[src/rtl/bsr_pkg.sv]
// Shared constants for the bidirectional shift sequencer: FSM state codes,
// shift direction codes and a counter-width helper.
package bsr_pkg;

    localparam logic [1:0] IDLE  = 2'b00;
    localparam logic [1:0] SHIFT = 2'b01;
    localparam logic [1:0] DONE  = 2'b10;

    localparam logic DIR_LEFT  = 1'b1;
    localparam logic DIR_RIGHT = 1'b0;

    // Counter width for a count of n states, never narrower than one bit.
    function automatic int cnt_width(input int n);
        return ($clog2(n) > 1) ? $clog2(n) : 1;
    endfunction

endpackage

[src/rtl/bsr_core.sv]
// WIDTH-bit bidirectional shift register with parallel load.
// Load has priority over shift; mode selects the shift direction.
module bsr_core
    import bsr_pkg::*;
#(
    parameter int WIDTH = 4
) (
    input  logic             clk,
    input  logic             reset,
    input  logic             load,
    input  logic [WIDTH-1:0] load_data,
    input  logic             shift,
    input  logic             mode,
    input  logic             ser_in,
    output logic [WIDTH-1:0] q,
    output logic             msb,
    output logic             lsb
);

    // NOTE: sequential state uses non-blocking assignments so every flop
    // samples pre-edge values, independent of block ordering.
    always_ff @(posedge clk) begin
        if (reset) begin
            q <= '0;
        end else if (load) begin
            q <= load_data;
        end else if (shift) begin
            if (mode == DIR_LEFT) begin
                q <= {q[WIDTH-2:0], ser_in};
            end else begin
                q <= {ser_in, q[WIDTH-1:1]};
            end
        end
    end

    assign msb = q[WIDTH-1];
    assign lsb = q[0];

endmodule

[src/rtl/bidir_shift_sequencer.sv]
// Controller for one full serial transfer through bsr_core: start handshake,
// bit-period divider, bit counter, and the captured-word return handshake.
module bidir_shift_sequencer
    import bsr_pkg::*;
#(
    parameter int WIDTH = 4,
    parameter int DIV   = 1
) (
    input  logic             clk,
    input  logic             reset,
    input  logic             start_valid,
    output logic             start_ready,
    input  logic             start_dir,
    input  logic [WIDTH-1:0] start_data,
    input  logic             ser_in,
    output logic             ser_out,
    output logic             shift_en,
    output logic             busy,
    output logic             done_valid,
    output logic [WIDTH-1:0] done_data,
    input  logic             done_ready
);

    localparam int BCW = cnt_width(WIDTH);
    localparam int DCW = cnt_width(DIV);
    localparam logic [BCW-1:0] BIT_LAST = BCW'(WIDTH - 1);
    localparam logic [DCW-1:0] DIV_LAST = DCW'(DIV - 1);

    logic [1:0]       state;
    logic             dir;
    logic [BCW-1:0]   bit_cnt;
    logic [DCW-1:0]   div_cnt;
    logic [WIDTH-1:0] shreg;
    logic [WIDTH-1:0] shifted;
    logic             shreg_msb;
    logic             shreg_lsb;
    logic             cur_bit;
    logic             ser_hold;
    logic             accept;

    assign start_ready = (state == IDLE);
    assign busy        = (state == SHIFT) || (state == DONE);
    assign done_valid  = (state == DONE);
    assign accept      = start_ready && start_valid;
    assign shift_en    = (state == SHIFT) && (div_cnt == DIV_LAST);

    bsr_core #(
        .WIDTH(WIDTH)
    ) u_core (
        .clk      (clk),
        .reset    (reset),
        .load     (accept),
        .load_data(start_data),
        .shift    (shift_en),
        .mode     (dir),
        .ser_in   (ser_in),
        .q        (shreg),
        .msb      (shreg_msb),
        .lsb      (shreg_lsb)
    );

    // The value the core will hold after this shift edge; captured into
    // done_data on the final edge so the result is ready as DONE is entered.
    // NOTE: every always_comb output gets a default first so no path can
    // leave it unassigned and infer a latch.
    always_comb begin
        shifted = {ser_in, shreg[WIDTH-1:1]};
        if (dir == DIR_LEFT) begin
            shifted = {shreg[WIDTH-2:0], ser_in};
        end
    end

    assign cur_bit = (dir == DIR_LEFT) ? shreg_msb : shreg_lsb;

    // ser_out is a mux of flops only: the live register bit while shifting,
    // otherwise the last transmitted bit (zero after reset).
    assign ser_out = (state == SHIFT) ? cur_bit : ser_hold;

    always_ff @(posedge clk) begin
        if (reset) begin
            state     <= IDLE;
            dir       <= DIR_RIGHT;
            bit_cnt   <= '0;
            div_cnt   <= '0;
            done_data <= '0;
            ser_hold  <= 1'b0;
        end else begin
            case (state)
                IDLE: begin
                    if (start_valid) begin
                        dir     <= start_dir;
                        bit_cnt <= '0;
                        div_cnt <= '0;
                        state   <= SHIFT;
                    end
                end
                SHIFT: begin
                    if (shift_en) begin
                        div_cnt <= '0;
                        if (bit_cnt == BIT_LAST) begin
                            done_data <= shifted;
                            ser_hold  <= cur_bit;
                            state     <= DONE;
                        end else begin
                            bit_cnt <= bit_cnt + BCW'(1);
                        end
                    end else begin
                        div_cnt <= div_cnt + DCW'(1);
                    end
                end
                DONE: begin
                    if (done_ready) begin
                        state <= IDLE;
                    end
                end
                default: begin
                    state <= IDLE;
                end
            endcase
        end
    end

endmodule

[config.mk]
export PLATFORM = sky130hd
export DESIGN_NAME = bidir_shift_sequencer
export DESIGN_NICKNAME = d
export VERILOG_FILES = /design/src/rtl/bsr_pkg.sv /design/src/rtl/bsr_core.sv /design/src/rtl/bidir_shift_sequencer.sv
export SDC_FILE = /design/constraint.sdc
export NUM_CORES = 1
export LEC_CHECK = 0
export BUFFER_PORTS_ARGS = -buffer_cell sky130_fd_sc_hd__buf_2
export CORE_MARGIN = 1.5
export CORE_UTILIZATION = 55
export CTS_BUF_LIST = sky130_fd_sc_hd__clkbuf_8 sky130_fd_sc_hd__clkbuf_16
export CTS_CLUSTER_DIAMETER = 40
export DETAILED_ROUTE_END_ITERATION = 7
export PLACE_DENSITY = 0.81
export SYNTH_ARGS = -nofsm -noshare
export SYNTH_HDL_FRONTEND = slang
export SYNTH_SLANG_ARGS = --single-unit
[constraint.sdc]
create_clock -name clk -period 3.2 [get_ports clk]
set_input_delay 0.64 -clock clk [delete_from_list [all_inputs] [get_ports clk]]
set_output_delay 0.64 -clock clk [all_outputs]
set_load 0.02 [all_outputs]
==> results.md, run 1 <==
- Crit Path Max Fanout: 7
- Die height: about 42 um
- Mapped cell area: approximately 830 um^2
- DRC viols: 0
- Max stage delay on crit path: around 320 ps
- Max-cap violations: 0
- Max Clk Rate: between 400 and 500 MHz
- Async set or reset register ratio after synthesis: 0
- Std-Cell Rows: 13
- Clock Skews: about 4.6 ps
- Hold crit path type: reg -> reg
- Clock share of power: 0.214
- Placed standard-cell area: approximately 920 um^2
- R2R Path Start: state[1]$_SDFFE_PP0P_
- CP delay by family, top: buffers and inverters
- Grt ovf: 0
- Final period util: 0.679
- Post-DP HPWL: between 1000 and 1500 um
- Clk sinks: 15
- Cells after Synth: a little under 90
- Pin count of the biggest net entering global routing: 14
- Setup WS post-layout: slightly above 1000 ps
- Arrival @ worst endpoint: 1530 ps
- Status: completed
- Least-Margin Pin Slew: 441 ps
- LEAKAGE: between 0.4 and 0.5 nW
- Post-CTS Resized: 0
- Routability cong.: just over 0.8
- Leading area contributor after synthesis: dfxtp_1
- Reg2Reg Depth: 5
- # port buffers: 18
- Core region area: approximately 1400 um^2
- Cell with the most instances after synthesis: dfxtp_1
- Max-slew violations: 0
- Syn Nets: 104
- Cell variety after synth: 23
- Routed Antenna Nets: 0
- Root buf cell: clkbuf_8
- Clock-pin slew on the worst setup and hold paths: around 60 ps
- Final instance area: 967 um^2
- Unrepaired setup endpoints after global routing: no
- #FFs+latches synth: 15
- Pre-antenna DRT Iters: 4
- Worst Setup End Kind: primary output
- Num CTS Buffers: 3
- Sw Ratio: 0.399
- Starting density of the core: 0.616
- Area of the die: 1760 um^2
- HP Start: state[1]$_SDFFE_PP0P_
- R2R setup slack: 1570 ps
- Worst Path Required: between 2000 and 3000 ps
- CTS Buffer Depth: 2
- Setup violators final: 0
- Power density cells: 735 nW/um^2
- Area grow syn2layout: 16.2%
- EDFF count, synth: 0
- Detailed-route via count: 675
- Die W: about 42 um
- Final min period: 2170 ps
- Comb power frac: 0.432
- All-Layer GR Usage: 0.221
- CTS tree: yes
- Iter 0 DRT Violations: 5
- Vias in the first global route: 690
- Worst setup path startpoint: state[1]$_SDFFE_PP0P_
- Int Power: 0.000427 W
- Area fraction of the dominant cell type after synthesis: 0.361
- Hold depth: 2
- Final hold viol count: 0
- Sequential Power Share: 0.353
- Average cell area after synthesis: ~9.5 um^2
- Setup WS pre-CTS: approximately 1300 ps
- Rel. slew slack: 0.706
- Seq/Total Area, Yosys: 0.361
- Per-cell routed wire length: roughly 14 um
- Main synth FF type: dfxtp_1
- Post-CTS setup buffers: 0
- P_sw: between 0.0002 and 0.0003 W
- Clock Latency Late Sink: about 250 ps
- WS Path Type: reg -> out
- WL final: about 1700 um
- Largest cells by area after synthesis: dfxtp_1 (36%), ha_1 (9.0%), mux2i_1 (8.4%)
- CP Cell Sequence: inv_1 > ha_1 > nand2b_1 > inv_1 > buf_2
- # H-tree levels: 1
- Share of post-route cells with drive strength above 1: 0.264
- Vias/cell: 5.58
- Setup TNS: 0 ps
- WP depth: 5
- Warnings from Yosys: 0
- Fin nets: roughly 120
- I/O pin cnt: 19
- Initial antenna violation count: 0
- First-pass GRT wire length: between 2000 and 3000 um
- CP Buf/Inv Count: 3
- CP dominant cell by count: inv_1
- Fin util: 0.716
- Hold_buf cts: 0
- Crit path launch type: register
- Number of diodes: 0
- Slowest CP cell: dfxtp_1
- Peak supply drop: between 0.0004 and 0.0005 V
- Top post-synthesis cells by count: dfxtp_1 (15), nand2_1 (10), nor2_1 (8)
area by class of cell:
class / count / area [um^2]
Timing Repair Buffer: 18 / 90.1
Multi-Input combinational cell: 64 / 493
Fill cell: 110 / 383
Inverter: 5 / 18.8
Clock inverter: 1 / 5.00
Clock buffer: 3 / 41.3
Sequential cell: 15 / 300
Tap cell: 15 / 18.8
flip-flops by register name, indices dropped and copies added, names as in the netlist:
signal,cells
state,2
ser_hold,1
done_data,4
div_cnt,1
dir,1
bit_cnt,2
u_core.q,4
worst min-delay path, stage by stage (launching register included):
cell and delay (ps):
dfxtp_1 320, nand2_1 60, mux2i_1 50
per-layer routing:
metal / GRT usage / wire length [um] / vias to the layer above
met5: 0 / 0 / -
met4: 0.0387 / 5 / 0
met3: 0.0783 / 79 / 2
met2: 0.403 / 874 / 14
met1: 0.246 / 714 / 307
li1: - / - / 352
through the flow:
stage	power, W	std cells	hold WS (ps)
floorplan	0.000489	88	451
CTS	0.000718	121	486
finish	0.000711	121	478
detailed placement	0.000559	117	477
global route	0.000768	121	534
global placement	0.000554	117	465
power groups by stage:
stage                     Sequential, W  Combinational, W  Clock, W
after global placement         0.000253          0.000301         0
after CTS                      0.000251          0.000309  0.000157
after floorplan                0.000243          0.000246         0
final                          0.000251          0.000307  0.000152
after global routing           0.000258          0.000345  0.000165
after detailed placement       0.000254          0.000304         0
cells by family (layout without fill, tap and decap cells):
| family | Yosys count | in the layout | share of synthesized area |
|---|---|---|---|
| adders and majority gates | 6 | 6 | 0.0902 |
| DFF | 15 | 15 | 0.361 |
| and+or+nand+nor | 33 | 33 | 0.202 |
| buffers and inverters | 9 | 27 | 0.0466 |
| muxes | 7 | 7 | 0.0842 |
| AOI/OAI and AO/OA | 18 | 18 | 0.217 |
worst paths after layout:
check                              end
max                           shift_en
max reg2reg  done_data[0]$_SDFFE_PP0P_
min reg2reg      state[1]$_SDFFE_PP0P_
min              state[1]$_SDFFE_PP0P_
cell usage in the layout (no fill, tap or decap):
master    Yosys  routed
buf_2         1      18
dfxtp_1      15      15
nand2_1      10      10
nor2_1        8       8
mux2i_1       7       7
nand2b_1      6       6
ha_1          6       6
inv_1         5       5
a211oi_2      5       5
nor3b_1       4       4
a41o_1        4       4
clkbuf_8      0       3
a21oi_1       2       2
o311ai_0      2       2
o41ai_1       2       2
nand3_1       2       2
nor2b_1       1       1
o21a_1        1       1
nand3b_1      1       1
and3b_1       1       1
a221oi_2      1       1
o211a_1       1       1
clkinv_2      0       1
Power figures use the tool's default switching activity.
==> run 2, diff against run 1 <==
--- a/config.mk
+++ b/config.mk
@@ -5,13 +5,14 @@
 export SDC_FILE = /design/constraint.sdc
 export NUM_CORES = 1
 export LEC_CHECK = 0
+export ABC_AREA = 1
 export BUFFER_PORTS_ARGS = -buffer_cell sky130_fd_sc_hd__buf_2
 export CORE_MARGIN = 1.5
-export CORE_UTILIZATION = 55
+export CORE_UTILIZATION = 51
 export CTS_BUF_LIST = sky130_fd_sc_hd__clkbuf_8 sky130_fd_sc_hd__clkbuf_16
 export CTS_CLUSTER_DIAMETER = 40
 export DETAILED_ROUTE_END_ITERATION = 7
-export PLACE_DENSITY = 0.81
+export PLACE_DENSITY = 0.76
 export SYNTH_ARGS = -nofsm -noshare
 export SYNTH_HDL_FRONTEND = slang
 export SYNTH_SLANG_ARGS = --single-unit
==> constraint.sdc (replaced) <==
create_clock -name clk -period 2.1 [get_ports clk]
set_input_delay 0.42 -clock clk [delete_from_list [all_inputs] [get_ports clk]]
set_output_delay 0.42 -clock clk [all_outputs]
set_load 0.02 [all_outputs]
==> results.md, run 2 <==
- Iter 0 DRT Violations: 22
- Setup violators final: 0
- Power density cells: about 1200 nW/um^2
- Hold_buf cts: 0
- Detailed-route via count: 826
- Fin nets: 168
- CTS Buffer Depth: 2
- Peak supply drop: between 0.0007 and 0.0008 V
- Clock Skews: between 0.6 and 0.7 ps
- Cell with the most instances after synthesis: nand2_1
- Final period util: 0.880
- Sequential Power Share: 0.326
- Average cell area after synthesis: about 6.6 um^2
- Clock-pin slew on the worst setup and hold paths: 60 ps
- Top post-synthesis cells by count: nand2_1 (45), dfxtp_1 (15), inv_1 (15)
- Max stage delay on crit path: approximately 360 ps
- Final hold viol count: 0
- Pin count of the biggest net entering global routing: 9
- Initial antenna violation count: 0
- Syn Nets: about 150
- Area fraction of the dominant cell type after synthesis: 0.351
- Rel. slew slack: 0.788
- R2R Path End: state[0]$_SDFFE_PP0P_
- All-Layer GR Usage: 0.207
- Post-CTS setup buffers: 0
- Routed Antenna Nets: 0
- Seq/Total Area, Yosys: 0.351
- HP Start: reset
- Max Clk Rate: about 540 MHz
- First-pass GRT wire length: between 2000 and 3000 um
- Comb power frac: 0.475
- Worst Path Required: about 1700 ps
- Clock Latency Late Sink: approximately 250 ps
- Pre-antenna DRT Iters: 4
- Fin util: 0.653
- DRC viols: 0
- LEAKAGE: about 0.52 nW
- Vias/cell: 4.95
- Leading area contributor after synthesis: dfxtp_1
- Worst Setup End Kind: primary output
- Async set or reset register ratio after synthesis: 0
- Cells after Synth: 130
- Post-DP HPWL: 1330 um
- Clock share of power: 0.199
- Number of diodes: 0
- Area of the die: slightly below 2000 um^2
- Warnings from Yosys: 0
- Cell variety after synth: 21
- Crit path launch type: register
- Unrepaired setup endpoints after global routing: no
- P_sw: 0.000514 W
- Std-Cell Rows: 14
- Arrival @ worst endpoint: 1430 ps
- Setup TNS: 0 ps
- Root buf cell: clkbuf_8
- Int Power: ~0.00066 W
- Largest cells by area after synthesis: dfxtp_1 (35%), nand2_1 (20%), ha_1 (8.8%)
- WS Path Type: reg -> out
- Hold depth: 2
- # H-tree levels: 1
- CP Buf/Inv Count: 3
- Post-CTS Resized: 0
- WP depth: 5
- Share of post-route cells with drive strength above 1: 0.219
- # port buffers: 18
- R2R setup slack: 640 ps
- Die W: between 40 and 50 um
- Hold crit path type: in -> reg
- EDFF count, synth: 0
- Hold Path Sink: u_core.q[2]$_SDFFE_PP0P_
- I/O pin cnt: 19
- Sw Ratio: 0.439
- Slowest CP cell: ha_1
- CP delay by family, top: adder cells
- Core region area: 1540 um^2
- Num CTS Buffers: 3
- Per-cell routed wire length: ~10 um
- Starting density of the core: 0.554
- Area grow syn2layout: 17.7%
- Grt ovf: 0
- R2R Path Start: state[1]$_SDFFE_PP0P_
- Reg2Reg Depth: 8
- Status: completed
- Total power: ~0.0012 W
- CP Cell Sequence: inv_1 > ha_1 > nand2_4 > clkinv_4 > buf_2
- Max-slew violations: 0
- Most frequent cells in the layout: nand2_1 (45), buf_2 (18), inv_1 (16)
- Final min period: 1850 ps
- Die height: 43.9 um
- #FFs+latches synth: 15
- Largest regs: done_data: 4 flops, u_core.q: 4 flops
- CTS tree: yes
- Crit Path Max Fanout: 8
- Max-cap violations: 0
- Mapped cell area: approximately 850 um^2
- Clk sinks: 15
- Main synth FF type: dfxtp_1
- Vias in the first global route: ~700
- WL final: 1670 um
- Commonest non-fill, non-tap cell in the layout: nand2_1
- Routability cong.: about 0.8
- Least-Margin Pin Slew: 319 ps
## run 2: cell count changes after synthesis, moves of 4 or more
cell,previous run,this run
nand2_1,10,45
inv_1,5,15
mux2i_1,7,0
nand3_1,2,9
nand2b_1,6,0
nor2_1,8,14
a211oi_2,5,0
o21ai_0,0,5
a41o_1,4,0
nor3b_1,4,0
## run 2: cell type report
class / instances / area, um^2
tap: 16 / 20.0
inverter: 20 / 80.1
clock inverter: 1 / 3.75
timing repair buffer: 18 / 90.1
sequential: 15 / 300
fill: 148 / 536
clock buffer: 3 / 41.3
multi-input combinational: 94 / 470
## run 2: routing by layer
| layer | share of wire | track usage | vias up |
|---|---|---|---|
| met3 | 0.059 | 0.0500 | 2 |
| li1 | - | - | 441 |
| met5 | 0 | 0 | - |
| met1 | 0.50 | 0.304 | 363 |
| met4 | 0.0066 | 0.0727 | 0 |
| met2 | 0.43 | 0.291 | 20 |
## run 2: worst max-delay path by stage
stage	from	endpoint	slack, ps
after global routing	state[1]$_SDFFE_PP0P_	shift_en	120
after CTS	state[1]$_SDFFE_PP0P_	shift_en	240
final	state[1]$_SDFFE_PP0P_	shift_en	250
after floorplan	state[1]$_SDFFE_PP0P_	ser_out	470
after global placement	state[1]$_SDFFE_PP0P_	shift_en	540
after detailed placement	state[1]$_SDFFE_PP0P_	shift_en	520
## run 2: cell families after synthesis
family                     after synthesis  synth area share
DFF                                     15             0.351
buffers and inverters                   21            0.0981
adders and majority gates                6            0.0878
and+or+nand+nor                         75             0.379
AOI/OAI and AO/OA                       13            0.0834
## run 2: worst reg2reg max path, stage by stage (launching register included)
cell     delay (ps)
dfxtp_1         350
inv_1            90
ha_1            300
nand2_1         110
nand2_1          80
nor2_1          240
nand2_1          90
nand2_1          80
nor2_2           40
## run 2: power by group through the flow
| stage | Clock, W | Sequential (W) | Combinational [W] |
|---|---|---|---|
| CTS | 0.000237 | 0.000381 | 0.000558 |
| floorplan | 0 | 0.000380 | 0.000447 |
| detailed placement | 0 | 0.000388 | 0.000555 |
| global placement | 0 | 0.000386 | 0.000547 |
| finish | 0.000233 | 0.000382 | 0.000557 |
| global route | 0.000250 | 0.000388 | 0.000645 |
## run 2: per-stage QoR
stage	worst slack (ps)	instance area, um^2	hold slack [ps]	instances
finish	253	1010	445	167
global placement	544	961	450	163
detailed placement	519	961	453	163
CTS	245	1010	443	167
floorplan	473	855	459	130
global route	117	1010	453	167
==> run 3, diff against run 2 <==
--- a/config.mk
+++ b/config.mk
@@ -13,6 +13,7 @@
 export CTS_CLUSTER_DIAMETER = 40
 export DETAILED_ROUTE_END_ITERATION = 7
 export PLACE_DENSITY = 0.76
+export REMOVE_ABC_BUFFERS = 1
 export SYNTH_ARGS = -nofsm -noshare
 export SYNTH_HDL_FRONTEND = slang
 export SYNTH_SLANG_ARGS = --single-unit
==> results.md, run 3 (synthesized netlist as in run 2, its figures left out) <==
- Status: completed
- Crit Path Max Fanout: 8
- Per-cell routed wire length: 10.5 um
- # port buffers: 18
- All-Layer GR Usage: 0.209
- CTS Buffer Depth: 2
- Commonest non-fill, non-tap cell in the layout: nand2_1
- Fin nets: around 170
- WL final: approximately 1800 um
- Std-Cell Rows: 14
- Max-cap violations: 0
- Routed Antenna Nets: 0
- Arrival @ worst endpoint: around 1400 ps
- Slowest CP cell: ha_1
- Power density cells: between 1000 and 1500 nW/um^2
- Final min period: 1850 ps
- Fill cells: 144
- DRC viols: 0
- WP depth: 5
- Root buf cell: clkbuf_8
- Max Clk Rate: 542 MHz
- Seq. cell area: 300 um^2
- CP Buf/Inv Count: 3
- Pre-antenna DRT Iters: 4
- Unrepaired setup endpoints after global routing: no
- Area of the die: around 1900 um^2
- Routability cong.: slightly above 0.8
- Setup TNS: 0 ps
- Hold_buf cts: 0
- Total power: 0.00118 W
- Grt ovf: 0
- First-pass GRT wire length: about 3000 um
- Crit path launch type: register
- Clock-pin slew on the worst setup and hold paths: around 60 ps
- R2R setup slack: around 570 ps
- Detailed-route via count: between 800 and 900
- Vias/cell: 4.84
- Clock Latency Late Sink: approximately 240 ps
- Die height: around 44 um
- Hold crit path type: in -> reg
- Area grow syn2layout: 17.7%
- Worst Setup End Kind: primary output
- Post-CTS Resized: 0
- WS Path Type: reg -> out
- CTS tree: yes
- LEAKAGE: roughly 0.52 nW
- I/O pin cnt: 19
- R2R Path Start: state[1]$_SDFFE_PP0P_
- Max-slew violations: 0
- Initial antenna violation count: 0
- Iter 0 DRT Violations: 24
- CP Cell Sequence: inv_1 > ha_1 > nand2_4 > clkinv_4 > buf_2
- Fin cells: 167
- Final instance area: 1010 um^2
- Vias in the first global route: ~730
- Share of post-route cells with drive strength above 1: 0.219
- Worst setup path startpoint: state[1]$_SDFFE_PP0P_
- Most frequent cells in the layout: nand2_1 (45), buf_2 (18), inv_1 (16)
- Least-Margin Pin Slew: roughly 320 ps
- Hold Worst Slack: about 440 ps
- Pin count of the biggest net entering global routing: 9
- Num CTS Buffers: 3
- Worst setup endpoint: shift_en
- Final hold viol count: 0
- Rel. slew slack: 0.784
- # H-tree levels: 1
- Reg2Reg Depth: 8
- R2R Path End: state[0]$_SDFFE_PP0P_
- Post-DP HPWL: between 1000 and 1500 um
- Largest regs: done_data: 4 flops, u_core.q: 4 flops
- Placed standard-cell area: a little under 1000 um^2
- Starting density of the core: 0.554
- Core region area: 1540 um^2
- Max stage delay on crit path: roughly 360 ps
- Multi-input logic area: about 470 um^2
- Post-CTS setup buffers: 0
- Worst Path Required: about 1700 ps
- Number of diodes: 0
- Setup violators final: 0
- Die W: 43.9 um
- Peak supply drop: 0.000686 V
- Dpl cells: around 160
- Final period util: 0.879
- Clk sinks: 15
- CP delay by family, top: buffers and inverters
- Clock Skews: approximately 1.5 ps
run 3: cell type report:
class | instances | area share
clock buffer | 3 | 0.0410
clock inverter | 1 | 0.00373
inverter | 20 | 0.0796
multi-input combinational | 94 | 0.468
sequential | 15 | 0.299
tap | 16 | 0.0199
timing repair buffer | 18 | 0.0896
run 3: worst reg2reg max path, delay by kind of cell, from the launching register on:
| family | cells | cell delay, ps |
|---|---|---|
| fa+ha+maj | 1 | 300 |
| buf+inv | 1 | 90 |
| flops | 1 | 350 |
| simple gates | 6 | 690 |
run 3: worst min-delay path by stage:
stage / endpoint / from / cells after the start
floorplan: bit_cnt[1]$_SDFFE_PP0P_ / bit_cnt[1]$_SDFFE_PP0P_ / 2
global placement: done_data[1]$_SDFFE_PP0P_ / done_data[1]$_SDFFE_PP0P_ / 2
detailed placement: done_data[3]$_SDFFE_PP0P_ / done_data[3]$_SDFFE_PP0P_ / 2
CTS: u_core.q[2]$_SDFFE_PP0P_ / reset / 2
global route: u_core.q[2]$_SDFFE_PP0P_ / reset / 2
finish: u_core.q[2]$_SDFFE_PP0P_ / reset / 2
run 3: metal layers:
layer | up-vias | GRT usage | wire, um
li1 | 441 | - | -
met1 | 344 | 0.276 | 878
met2 | 21 | 0.332 | 791
met3 | 2 | 0.0375 | 77
met4 | 0 | 0.0909 | 9
met5 | - | 0 | 0
run 3: stage by stage:
stage	setup WS [ps]	util
after floorplan	473	-
after global placement	543	0.623
after detailed placement	526	0.623
after CTS	250	0.653
after global routing	130	0.653
final	255	0.653
run 3: report_power, final:
group	internal (W)	switching, W
clock network	0.000129	0.000102
logic	0.000188	0.000371
registers	0.000339	0.0000475
total	0.000657	0.000521
